### config.mk
export PLATFORM = sky130hd
export DESIGN_NAME = divider_control
export DESIGN_NICKNAME = d
export VERILOG_FILES = /design/src/rtl/divider_control.sv
export SDC_FILE = /design/constraint.sdc
export NUM_CORES = 1
export LEC_CHECK = 0
export CORE_UTILIZATION = 40
export CTS_CLUSTER_SIZE = 8
export DETAILED_ROUTE_END_ITERATION = 10
export GPL_TIMING_DRIVEN = 0
export MAX_ROUTING_LAYER = met4
export PLACE_DENSITY = 0.77
export SYNTH_ARGS = -nofsm -noshare
export SYNTH_HDL_FRONTEND = slang
export SYNTH_SLANG_ARGS = --single-unit
### constraint.sdc
create_clock -name Clock -period 3 [get_ports Clock]
set_clock_uncertainty 0.2 [all_clocks]
set_input_delay 0.75 -clock Clock [delete_from_list [all_inputs] [get_ports Clock]]
set_output_delay 0.75 -clock Clock [all_outputs]
set_load 0.01 [all_outputs]
### src/rtl/divider_control.sv
// rtl/divider_control.sv - sequencing FSM for a WIDTH-slice restoring divider array
// Optional signed-overflow trap enabled by defining DIVCTRL_OVERFLOW_EN.
module divider_control #(
    parameter int WIDTH = 8,
    parameter int CNT_W = $clog2(WIDTH)
) (
    input  logic Clock,
    input  logic Reset,
    input  logic Start,
    input  logic Signed_Mode,
    input  logic Sign_Op1,
    input  logic Sign_Op2,
    input  logic Div_Zero,
    input  logic Trial_Cout,
`ifdef DIVCTRL_OVERFLOW_EN
    input  logic Dividend_Is_Min,
    input  logic Divisor_Is_Minus1,
`endif
    output logic LOAD_DIVL,
    output logic LOAD_DIVH,
    output logic LOAD_ACC,
    output logic STORE_ACC,
    output logic INV_OP1,
    output logic INV_OP2,
    output logic INV_RESULT,
    output logic INV_REM,
    output logic OP1_INV_Cin,
    output logic OP2_INV_Cin,
    output logic RESULT_INV_Cin,
    output logic ACC_INV_Cin,
    output logic ACC_Cin,
    output logic RESULT_nP_0,
    output logic STORE_QUOT,
    output logic STORE_REM,
    output logic Busy,
    output logic Done,
    output logic Error
);

    typedef enum logic [2:0] {
        S_IDLE,
        S_LOAD,
        S_TRIAL,
        S_COMMIT,
        S_STORE,
        S_DONE
    } state_t;

    localparam logic [CNT_W-1:0] LAST = CNT_W'(WIDTH - 1);

    state_t           state;
    state_t           next_state;
    logic [CNT_W-1:0] count;
    logic             neg_a;
    logic             neg_b;
    logic             qbit;
    logic             abort;

`ifdef DIVCTRL_OVERFLOW_EN
    assign abort = Div_Zero | (Signed_Mode & Dividend_Is_Min & Divisor_Is_Minus1);
`else
    assign abort = Div_Zero;
`endif

    // Signs are captured on the accepting edge so LOAD's negator selects decode from flops only.
    always_ff @(posedge Clock or posedge Reset) begin
        if (Reset) begin
            state <= S_IDLE;
            count <= '0;
            neg_a <= 1'b0;
            neg_b <= 1'b0;
            qbit  <= 1'b0;
            Error <= 1'b0;
        end else begin
            state <= next_state;
            case (state)
                S_IDLE: begin
                    if (Start) begin
                        neg_a <= Signed_Mode & Sign_Op1;
                        neg_b <= Signed_Mode & Sign_Op2;
                        Error <= 1'b0;
                    end
                end
                S_LOAD: begin
                    count <= '0;
                    if (abort) begin
                        Error <= 1'b1;
                    end
                end
                S_TRIAL: qbit <= Trial_Cout;
                S_COMMIT: begin
                    if (count != LAST) begin
                        count <= count + 1'b1;
                    end
                end
                default: ;
            endcase
        end
    end

    always_comb begin
        next_state     = state;
        LOAD_DIVL      = 1'b0;
        LOAD_DIVH      = 1'b0;
        LOAD_ACC       = 1'b0;
        STORE_ACC      = 1'b0;
        INV_OP1        = 1'b0;
        INV_OP2        = 1'b0;
        INV_RESULT     = 1'b0;
        INV_REM        = 1'b0;
        OP1_INV_Cin    = 1'b0;
        OP2_INV_Cin    = 1'b0;
        RESULT_INV_Cin = 1'b0;
        ACC_INV_Cin    = 1'b0;
        ACC_Cin        = 1'b0;
        RESULT_nP_0    = 1'b0;
        STORE_QUOT     = 1'b0;
        STORE_REM      = 1'b0;
        Busy           = 1'b0;
        Done           = 1'b0;
        case (state)
            S_IDLE: begin
                if (Start) begin
                    next_state = S_LOAD;
                end
            end
            S_LOAD: begin
                LOAD_DIVL   = 1'b1;
                LOAD_DIVH   = 1'b1;
                LOAD_ACC    = 1'b1;
                STORE_ACC   = 1'b1;
                INV_OP1     = neg_a;
                OP1_INV_Cin = neg_a;
                INV_OP2     = neg_b;
                OP2_INV_Cin = neg_b;
                Busy        = 1'b1;
                next_state  = abort ? S_DONE : S_TRIAL;
            end
            S_TRIAL: begin
                ACC_Cin    = 1'b1;
                Busy       = 1'b1;
                next_state = S_COMMIT;
            end
            // A failed trial leaves ACC untouched, which is the restore.
            S_COMMIT: begin
                STORE_ACC   = qbit;
                RESULT_nP_0 = ~qbit;
                Busy        = 1'b1;
                next_state  = (count == LAST) ? S_STORE : S_TRIAL;
            end
            S_STORE: begin
                STORE_QUOT     = 1'b1;
                STORE_REM      = 1'b1;
                INV_RESULT     = neg_a ^ neg_b;
                RESULT_INV_Cin = neg_a ^ neg_b;
                INV_REM        = neg_a;
                ACC_INV_Cin    = neg_a;
                Busy           = 1'b1;
                next_state     = S_DONE;
            end
            S_DONE: begin
                Done       = 1'b1;
                next_state = S_IDLE;
            end
            default: next_state = S_IDLE;
        endcase
    end

endmodule

Word-level counts from Yosys, hierarchy flattened. Index checks and enable logic that the tools add are counted.

Register bits: 10. Bits in read-only memories: 0. Latch bits: 0. Output and inout port bits: 19. Logic and storage cells: 48. Memories: 0. Input port bits: 8. Memory bits (writable): 0.

Reductions and logical operators: 7. Shift operators: 0. Multiplexer cells: 20. Eq/ne operators: 10. Bitwise logic cells: 4. Order comparisons: 0. Divide/modulo/power cells: 0. $mul: 0. $add $sub $neg: 1.

Operator list (number): $pmux 3 s5 (1); $mux 1 (12); $mux 3 (4); $eq 3x3->1 const B (3); $eq 3x2->1 const B (2); $ne 2x2->1 const B (3); $pmux 3 s2 (1); $pmux 1 s2 (2); $reduce_and 2->1 (2); $reduce_bool 2->1 (2); $reduce_or 4->1 (1); $add 3x1->3 const B (1); $eq 3x1->1 const B (1); $logic_not 3->1 (1); $ne 3x3->1 const B (1); $reduce_and 3->1 (1); $and 1x1->1 (2); $not 1->1 (1); $xor 1x1->1 (1).

Logic depth before layout (Yosys ltp). Gate-level depths: netlist of the first run.

Word-level depth: 3. Mapped depth: 5. Gate-level depth less buffers: 5.

Worst setup path before layout of the first run. No wires, ideal clock.

Kind: register -> output. Start: register state[1]. End: output OP1_INV_Cin. Stages on the path, launching flop included: 5. Arrival time: 1228 ps. Setup slack: 822 ps. Required time: 2050 ps. Buffers on the path: 2. Cells stage by stage: dfrtp_1 > buf_2 > nor3b_2 > and2_1 > buf_4.

Longest elaborated chain between the ends: 2.

RTL lines: from (decl) (line 51) `state_t state;`; from (signal assigned) (line 75) `state <= next_state;`; $eq 3x1->1; $mux 1; to (decl) (line 27) `output logic OP1_INV_Cin,`.

Every way passes these cells.

Final worst setup path of the first run.
Start: register state[1]. End: output RESULT_INV_Cin.

Longest elaborated chain between the ends: 2.

RTL lines: $eq 3x3->1 (line 121) `case (state)`; $mux 1 (line 121); to (decl) (line 29) `output logic RESULT_INV_Cin,`.

Every way passes these cells.

==> summary.md, run 1 <==
| Metric | Value |
|---|---|
| Status | `completed` |
| Crit Path Max Fanout | `9` |
| Worst endpoint required time | `just over 2 ns` |
| Clk sink count | `10` |
| # DRC | `0` |
| Port Buffers | `26` |
| Vias per cell | `4.83` |
| Grt met3 use | `0.0163` |
| Core area | `between 1000 and 1500 µm²` |
| Setup crit end | `RESULT_INV_Cin` |
| Syn. warnings | `0` |
| Gr usage total | `0.185` |
| Cells on worst reg2reg path | `4` |
| Vias in the first global route | `~450` |
| WL/cell | `roughly 12 µm` |
| CTS max path bufs | `2` |
| Origin of the worst setup path | `state[1]$_DFFE_PP0P_` |
| Max Freq | `between 300 and 400 MHz` |
| CTS buffer count | `3` |
| Site Rows | `13` |
| Clock transition at path regs | `0.07 ns` |
| Post-Layout Cell Count | `~110` |
| Clk Tree Root Cell | `clkbuf_4` |
| Ys async rst share | `1.00` |
| Gr ovfl total | `0` |
| Mapped Nets | `between 70 and 80` |
| Layout cells sized above 1 | `0.206` |
| Yosys reg bits | `10` |
| CTS tree | `yes` |
| First-pass GRT wire length | `around 1900 µm` |
| Setup violators final | `0` |
| Syn Area/Cell | `approximately 9.2 µm²` |
| Crit path DAT | `between 1.5 and 2 ns` |
| Die height | `between 40 and 50 µm` |
| Post-Synthesis Cells | `67` |
| # IOs | `27` |
| M1 GR Usage | `0.226` |
| Maximum Capacitance Violations | `0` |
| Gr busiest metal | `met2` |
| Mapped Area | `about 610 µm²` |
| Min cycle time layout | `roughly 2.9 ns` |
| Inserted Diodes | `0` |
| Register area | `about 250 µm²` |
| Crit end category | `output pin` |
| Main synth FF type | `dfrtp_1` |
| RSZ-0062 raised after global routing | `no` |
| HP Start | `Error$_DFFE_PP0P_` |
| Crit path kind | `flip-flop to output pin` |
| Clk_lat worst skew | `approximately 0.27 ns` |
| Placed cell count | `108` |
| Crit path launch type | `flip-flop` |
| Worst slew pin tran | `approximately 0.40 ns` |
| Largest net degree at the start of global routing | `11` |
| DR pass1 iterations | `4` |
| Terminus of the critical flop-to-flop path | `count[0]$_DFFE_PP0P_` |
| Worst R2R Setup Slack | `around 1.4 ns` |
| Area growth syn-to-layout | `53.1%` |
| Routed Antenna Nets | `0` |
| Initial Utilization | `0.449` |
| Worst VDD drop | `0.000535 V` |
| Routed WL | `1300 µm` |
| H-Tree Depth | `1` |
| Post-synth cell types | `24` |
| Total leakage power | `0.428 nW` |
| Gpl congestion | `between 0.7 and 0.8` |
| Routed vias | `between 500 and 600` |
| Setup TNS | `0 ns` |
| Die width | `roughly 41 µm` |
| Area of the multi-input gates | `290 µm²` |
| EDFF count, synth | `0` |
| DRT iter0 DRCs | `6` |
| Initial antenna violation count | `0` |
| Met2 Use GR | `0.289` |
| Reg2Reg Launch Point | `count[0]$_DFFE_PP0P_` |
| Seq/Total Area, Yosys | `0.408` |
| Nets | `108` |
| Die ar. | `around 1700 µm²` |
| Max transition margin | `0.736` |
| Pwr/cell area | `about 950 nW/µm²` |
| HP Class | `flip-flop to flip-flop` |
| Hold depth | `1` |
| Fillers | `approximately 120` |
| Tcrit/Tclk final | `0.954` |
| Final Max Tran Viols | `0` |
| Post-DP HPWL | `996 µm` |
| Final hold vios | `0` |
==> critical path, stage by stage, from the launching register on <==
cell             delay, ns
dfrtp_1               0.36
buf_2                 0.18
nor2_2                0.18
nand2_1               0.12
nor2_1                0.16
buf_4                 0.12
clkdlybuf4s50_1       0.51
==> cells in the final DEF (no fill, tap or decap), drive strengths merged, types with 3 or more instances in the layout <==
cell type | synthesis | layout
and2 | 4 | 4
nand2 | 7 | 7
inv | 5 | 5
a21oi | 3 | 3
o21ai | 9 | 9
nor2 | 3 | 3
clkdlybuf4s50 | 0 | 26
buf | 9 | 9
clkbuf | 0 | 4
dfrtp | 10 | 10
==> layer usage <==
| layer | wire length (µm) | up-vias |
|---|---|---|
| met5 | 0 | - |
| li1 | - | 280 |
| met2 | 602 | 24 |
| met1 | 585 | 235 |
| met3 | 100 | 2 |
| met4 | 12 | 0 |
==> what timing repair did <==
item                       CTS  global route
buffers inserted             0             0
gates resized for setup      0             3
hold buffers                 0             0
setup endpoints to repair    0             5
==> state kept, by name (all words and copies together) (netlist names) <==
name and count:
neg_b 1, Error 1, qbit 1, count 3
state 3, neg_a 1
==> per-stage QoR <==
step / instance area, µm² / util / worst slack, ns / hold slack, ns / total power (W)
finish: 938 / 0.687 / 0.138 / 0.294 / 0.000888
global route: 938 / 0.687 / 0.0193 / 0.299 / 0.000955
CTS: 928 / 0.679 / 0.0471 / 0.297 / 0.000879
detailed placement: 892 / 0.653 / 0.347 / 0.280 / 0.000750
global placement: 892 / 0.653 / 0.375 / 0.274 / 0.000739
floorplan: 613 / - / 0.822 / 0.257 / 0.000527
==> report_power, final <==
part,internal (W),switching (W),total [W],leakage (nW)
logic,0.000300,0.000229,0.000529,0.280
registers,0.000190,0.0000435,0.000233,0.127
clock network,0.0000737,0.0000521,0.000126,0.0210
total,0.000563,0.000325,0.000888,0.428
==> Yosys cell counts, types with 3 or more instances <==
cell,number,area share
o21ai_0,7,0.057
nor2_1,3,0.018
dfrtp_1,10,0.41
a21oi_1,3,0.024
nand2_1,7,0.043
and2_1,4,0.041
buf_4,7,0.086
inv_1,5,0.031
==> cell families after synthesis <==
kind of cell / count (synthesis) / synth area share
XOR/XNOR: 2 / 0.0286
adder cells (fa/ha/maj): 2 / 0.0408
AND/OR/NAND/NOR: 24 / 0.249
buffers and inverters: 14 / 0.133
flip-flops: 10 / 0.408
AO/OA/AOI/OAI: 14 / 0.122
multiplexers: 1 / 0.0184
==> worst min-delay path by stage <==
stage,endpoint
finish,Error$_DFFE_PP0P_
detailed placement,Error$_DFFE_PP0P_
floorplan,count[0]$_DFFE_PP0P_
CTS,Error$_DFFE_PP0P_
global placement,Error$_DFFE_PP0P_
global route,Error$_DFFE_PP0P_
==> area by class of cell <==
type / count / share of cell area
Buffer: 9 / 0.0667
Clock buffer: 4 / 0.0387
Inverter: 5 / 0.0200
Multi-Input combinational cell: 43 / 0.309
Sequential cell: 10 / 0.268
Tap cell: 15 / 0.0200
Timing Repair Buffer: 26 / 0.277
Power figures use the tool's default switching activity.
==> inputs of run 2 (changes only) <==
--- a/config.mk
+++ b/config.mk
@@ -5,12 +5,12 @@
 export SDC_FILE = /design/constraint.sdc
 export NUM_CORES = 1
 export LEC_CHECK = 0
-export CORE_UTILIZATION = 40
+export CORE_UTILIZATION = 36
 export CTS_CLUSTER_SIZE = 8
 export DETAILED_ROUTE_END_ITERATION = 10
 export GPL_TIMING_DRIVEN = 0
 export MAX_ROUTING_LAYER = met4
-export PLACE_DENSITY = 0.77
+export PLACE_DENSITY = 0.73
 export SYNTH_ARGS = -nofsm -noshare
 export SYNTH_HDL_FRONTEND = slang
 export SYNTH_SLANG_ARGS = --single-unit
==> constraint.sdc (replaced) <==
create_clock -name Clock -period 2.34 [get_ports Clock]
set_clock_uncertainty 0.2 [all_clocks]
set_input_delay 0.585 -clock Clock [delete_from_list [all_inputs] [get_ports Clock]]
set_output_delay 0.585 -clock Clock [all_outputs]
set_load 0.01 [all_outputs]
==> run 2 against run 1 <==
Effect of this change: sequential power up 31%; hold slack improved by 0.0015 ns; die area increased by 11%; via count grew 4.3%; flip-flop and latch count is the same; critical endpoint is now OP1_INV_Cin; highest routed layer unchanged.
==> summary.md, run 2 (same netlist as run 1, synthesis figures left out) <==
| Metric | Value |
|---|---|
| Crit path DAT | `about 1.5 ns` |
| Final Max Tran Viols | `0` |
| # DRC | `0` |
| Routed WL | `roughly 1300 µm` |
| CTS buffer count | `3` |
| Pwr/cell area | `about 1200 nW/µm²` |
| Port Buffers | `26` |
| Psw | `about 0.00044 W` |
| Setup violators final | `0` |
| Cells on worst reg2reg path | `4` |
| Crit path kind | `flip-flop to output pin` |
| Crit path launch type | `flip-flop` |
| Fillers | `between 150 and 200` |
| Routed vias | `~560` |
| HP Class | `flip-flop to flip-flop` |
| Routed Antenna Nets | `0` |
| Dpl ws | `-0.143 ns` |
| Clk sink count | `10` |
| Clk Tree Root Cell | `clkbuf_4` |
| Hold_ws | `0.296 ns` |
| Gpl congestion | `0.767` |
| Clock transition at path regs | `approximately 0.07 ns` |
| Vias per cell | `approximately 4.8` |
| Tcrit/Tclk final | `0.991` |
| Worst endpoint required time | `1.55 ns` |
| Area growth syn-to-layout | `59.0%` |
| First-pass GRT wire length | `around 2200 µm` |
| Max transition margin | `0.742` |
| Net Sw Frac | `0.381` |
| Commonest non-fill, non-tap cell in the layout | `buf_4` |
| Inserted Diodes | `0` |
| Final hold vios | `0` |
| Hold depth | `1` |
| Area of the multi-input gates | `a little over 300 µm²` |
| Largest regs | `count x3, state x3` |
| Sequential share of power | `0.262` |
| Crit end category | `output pin` |
| RSZ-0062 raised after global routing | `yes` |
| Largest net degree at the start of global routing | `11` |
| Min cycle time layout | `2.32 ns` |
| Initial Utilization | `0.398` |
| Hold_buf cts | `0` |
| DR pass1 iterations | `4` |
| Internal Power | `a little over 0.0007 W` |
| Worst slew pin tran | `just under 0.4 ns` |
| Most frequent cells in the layout | `buf_4 (14), dlygate4sd2_1 (12), dfrtp_1 (9)` |
| Clock Power Share | `0.101` |
| Post-DP HPWL | `949 µm` |
| Worst VDD drop | `a little under 0.0007 V` |
| Maximum Capacitance Violations | `0` |
| # IOs | `27` |
| Crit Path Max Fanout | `7` |
| Site Rows | `14` |
| Clk_lat worst skew | `0.26 ns` |
| Final core utilization | `0.632` |
| CTS tree | `yes` |
| WL/cell | `roughly 11 µm` |
| Die height | `43.3 µm` |
| Core area | `1540 µm²` |
| Placed cell count | `roughly 110` |
| Die ar. | `around 1900 µm²` |
| Register area | `approximately 250 µm²` |
| Total leakage power | `about 0.52 nW` |
| DRT iter0 DRCs | `8` |
| Die width | `43.3 µm` |
| Nets | `114` |
| H-Tree Depth | `1` |
| Gr usage total | `0.162` |
| Vias in the first global route | `488` |
| Status | `completed` |
| Slack of the critical path | `0.0219 ns` |
| CTS max path bufs | `2` |
| Initial antenna violation count | `0` |
| Max Freq | `431 MHz` |
| Logic pwr share | `0.637` |
| Post-Layout Cell Count | `about 120` |
| Setup TNS | `0 ns` |
| Layout cells sized above 1 | `0.353` |
| Gr ovfl total | `0` |
-- run 2: power groups by stage --
| stage | Combinational, W | Clock (W) | Sequential (W) |
|---|---|---|---|
| 6_report | 0.000743 | 0.000117 | 0.000306 |
| 5_1_grt | 0.000806 | 0.000130 | 0.000317 |
| 4_1_cts | 0.000697 | 0.000120 | 0.000307 |
| 3_5_place_dp | 0.000663 | 0 | 0.000297 |
| 3_3_place_gp | 0.000657 | 0 | 0.000295 |
| 2_1_floorplan | 0.000384 | 0 | 0.000291 |
-- run 2: layout make-up --
type,count,share of cell area
inverter,5,0.0193
clock buffer,3,0.0231
buffer,9,0.0809
multi-input combinational,43,0.313
sequential,10,0.258
timing repair buffer,32,0.285
tap,16,0.0205
-- run 2: timing repair --
action                     in CTS  in global routing
resized for setup              35                  9
setup endpoints to repair      18                  4
pin swaps                       2                  1
buffers inserted                4                  2
-- run 2: routing by layer --
metal / track usage / routed length, µm
met4: 0.109 / 9
met2: 0.242 / 659
met3: 0.0128 / 97
met5: - / 0
met1: 0.206 / 573
-- run 2: final timing paths --
path,from,endpoint,slack (ns)
hold reg to reg,count[0]$_DFFE_PP0P_,count[0]$_DFFE_PP0P_,0.30
min in group asynchronous,Reset,Error$_DFFE_PP0P_,0.40
setup / recovery,state[1]$_DFFE_PP0P_,OP1_INV_Cin,0.02
max in group asynchronous,Reset,state[0]$_DFFE_PP0P_,1.24
setup reg to reg,state[0]$_DFFE_PP0P_,state[0]$_DFFE_PP0P_,0.70
hold / removal,count[0]$_DFFE_PP0P_,count[0]$_DFFE_PP0P_,0.30
-- run 2: worst max-delay path, cell delays in order, from the launching register on --
cell	delay (ns)
dfrtp_1	0.38
buf_6	0.14
nor3b_4	0.21
buf_4	0.15
buf_6	0.08
and2_4	0.13
buf_6	0.08
buf_6	0.08
-- run 2: metrics by stage --
step	total power [W]	cell area (µm²)
6_report	0.00117	975
5_1_grt	0.00125	975
4_1_cts	0.00112	950
3_5_place_dp	0.000959	893
3_3_place_gp	0.000952	893
2_1_floorplan	0.000675	613
==> inputs of run 3 (changes only) <==
--- a/config.mk
+++ b/config.mk
@@ -5,12 +5,12 @@
 export SDC_FILE = /design/constraint.sdc
 export NUM_CORES = 1
 export LEC_CHECK = 0
-export CORE_UTILIZATION = 36
+export CORE_UTILIZATION = 40
 export CTS_CLUSTER_SIZE = 8
 export DETAILED_ROUTE_END_ITERATION = 10
 export GPL_TIMING_DRIVEN = 0
 export MAX_ROUTING_LAYER = met4
-export PLACE_DENSITY = 0.73
+export PLACE_DENSITY = 0.77
 export SYNTH_ARGS = -nofsm -noshare
 export SYNTH_HDL_FRONTEND = slang
 export SYNTH_SLANG_ARGS = --single-unit
==> constraint.sdc (replaced) <==
create_clock -name Clock -period 2.3 [get_ports Clock]
set_clock_uncertainty 0.2 [all_clocks]
set_input_delay 0.575 -clock Clock [delete_from_list [all_inputs] [get_ports Clock]]
set_output_delay 0.575 -clock Clock [all_outputs]
set_load 0.01 [all_outputs]
==> run 3 against run 2 <==
Effect of this change: the flow now finishes with violations (setup timing); first-iteration DRC count increased by 88%; combinational power increased by 17%; cell count increased by 4.2%; clock power increased by 39%; hold slack got worse by 0.00086 ns; largest cell class unchanged; worst setup slack got worse by 0.058 ns; largest power group unchanged; cell area increased by 6.2%; core utilization increased by 13 points.
==> summary.md, run 3 (same netlist as run 1, synthesis figures left out) <==
| Metric | Value |
|---|---|
| Die ar. | `approximately 1700 µm²` |
| Site Rows | `13` |
| Slack of the critical path | `-0.0356 ns` |
| Hold depth | `1` |
| Fillers | `about 110` |
| Initial Utilization | `0.449` |
| Total leakage power | `approximately 0.55 nW` |
| CTS max path bufs | `2` |
| Most frequent cells in the layout | `buf_4 (14), dlygate4sd2_1 (10), dfrtp_1 (9), buf_6 (9), clkdlybuf4s50_1 (8)` |
| Nets | `about 120` |
| Psw | `about 0.0005 W` |
| Final hold vios | `0` |
| Register area | `~250 µm²` |
| Clock Power Share | `0.123` |
| Die width | `41.2 µm` |
| Tcrit/Tclk final | `1.02` |
| Net Sw Frac | `0.373` |
| Max transition margin | `0.743` |
| Final Max Tran Viols | `0` |
| Internal Power | `0.000835 W` |
| Min cycle time layout | `2.34 ns` |
| Die height | `between 40 and 50 µm` |
| Largest net degree at the start of global routing | `11` |
| First-pass GRT wire length | `about 2200 µm` |
| Area of the multi-input gates | `between 300 and 400 µm²` |
| Clock transition at path regs | `about 0.08 ns` |
| Terminus of the critical flop-to-flop path | `state[0]$_DFFE_PP0P_` |
| Clk_lat worst skew | `0.27 ns` |
| Layout cells sized above 1 | `0.398` |
| WL/cell | `about 13 µm` |
| Largest regs | `count x3, state x3` |
| Crit path launch type | `flip-flop` |
| Logic pwr share | `0.653` |
| Clk Tree Root Cell | `clkbuf_4` |
| Total power draw | `0.00133 W` |
| Setup TNS | `-0.0631 ns` |
| DRT iter0 DRCs | `15` |
| # DRC | `0` |
| Max Freq | `between 400 and 500 MHz` |
| Clk sink count | `10` |
| Post-Layout Cell Count | `approximately 120` |
| Crit path DAT | `between 1.5 and 2 ns` |
| Crit path kind | `flip-flop to output pin` |
| Placed cell count | `108` |
| Cells on worst reg2reg path | `5` |
| Sequential share of power | `0.224` |
| H-Tree Depth | `1` |
| Maximum Capacitance Violations | `0` |
| Fin area | `a little over 1000 µm²` |
| Vias per cell | `between 4 and 5` |
| Commonest non-fill, non-tap cell in the layout | `buf_4` |
| Gr usage total | `0.206` |
| Worst R2R Setup Slack | `around 0.61 ns` |
| Inserted Diodes | `0` |
| Pwr/cell area | `1290 nW/µm²` |
| Failing checks | `setup timing` |
| HP Class | `flip-flop to flip-flop` |
| HP Start | `Error$_DFFE_PP0P_` |
| DR pass1 iterations | `3` |
| Core area | `about 1400 µm²` |
| Crit Path Max Fanout | `5` |
| CTS tree | `yes` |
| Vias in the first global route | `a little over 500` |
| Hold_buf cts | `0` |
| Worst slew pin tran | `0.385 ns` |
| Final core utilization | `0.757` |
| Reg2Reg Launch Point | `state[0]$_DFFE_PP0P_` |
| CTS buffer count | `3` |
| Routed vias | `slightly below 600` |
| Routed WL | `approximately 1600 µm` |
| Crit end category | `output pin` |
| Port Buffers | `26` |
| Routed Antenna Nets | `0` |
| Post-DP HPWL | `around 1000 µm` |
| Initial antenna violation count | `0` |
| Area growth syn-to-layout | `68.8%` |
| Status | `finished with violations` |
| Setup violators final | `2` |
| Placed cell area | `slightly below 900 µm²` |
| Hold EP | `Error$_DFFE_PP0P_` |
| Worst VDD drop | `approximately 0.0008 V` |
| # IOs | `27` |
| Worst endpoint required time | `about 1.5 ns` |
| Gr ovfl total | `0` |
| RSZ-0062 raised after global routing | `yes` |
| Gpl congestion | `just under 0.8` |
## run 3: cell types whose count changed in the layout (fill, tap and decap cells not counted)
cell and change:
buf_2 +1, buf_6 +4, clkbuf_2 +1, clkbuf_8 +1, clkdlybuf4s15_1 +1, dlygate4sd2_1 -2
## run 3: layout make-up
cell class              instances  share of cell area
repair buffers                 37               0.311
well taps                      15              0.0181
plain buffers                   9              0.0798
clock buffers                   4              0.0351
flip-flops and latches         10               0.243
multi-input cells              43               0.295
inverters                       5              0.0181
## run 3: worst max-delay path: stages (launching register included)
cell and delay [ns]:
dfrtp_1 0.38, buf_6 0.14, nor3b_4 0.26, buf_6 0.15, buf_6 0.09, and2_4 0.13
buf_6 0.08, buf_6 0.08
## run 3: worst max path at each step
stage                                     from        endpoint  slack [ns]  depth (start not counted)
final                     state[1]$_DFFE_PP0P_     OP1_INV_Cin       -0.04                          7
after global routing      state[1]$_DFFE_PP0P_     OP2_INV_Cin       -0.08                          7
after CTS                 state[2]$_DFFE_PP0P_     OP1_INV_Cin       -0.07                          7
after detailed placement  state[1]$_DFFE_PP0P_  RESULT_INV_Cin       -0.18                          6
after global placement    state[1]$_DFFE_PP0P_  RESULT_INV_Cin       -0.15                          6
after floorplan           state[1]$_DFFE_PP0P_     OP1_INV_Cin        0.30                          4
## run 3: power groups by stage
stage | Clock (W) | Combinational (W) | Sequential, W
6_report | 0.000163 | 0.000868 | 0.000299
5_1_grt | 0.000170 | 0.000943 | 0.000305
3_5_place_dp | 0 | 0.000674 | 0.000304
4_1_cts | 0.000167 | 0.000786 | 0.000297
2_1_floorplan | 0 | 0.000390 | 0.000297
3_3_place_gp | 0 | 0.000663 | 0.000301
## run 3: per-stage QoR
stage,worst slack (ns),hold slack (ns)
6_report,-0.0356,0.295
5_1_grt,-0.0754,0.299
4_1_cts,-0.0680,0.297
3_5_place_dp,-0.178,0.280
3_3_place_gp,-0.150,0.274
2_1_floorplan,0.297,0.215
## run 3: what timing repair did
action | CTS | global route
gates resized for setup | 45 | 12
setup buffers | 8 | 3
setup endpoints to repair | 18 | 8
pin swaps | 4 | 1
## run 3: per-layer routing
layer / vias to the layer above / wire [µm] / track usage
met4: 0 / 5 / 0.0968
met2: 24 / 771 / 0.340
li1: 303 / - / -
met3: 2 / 103 / 0.0163
met1: 261 / 672 / 0.253
met5: - / 0 / -
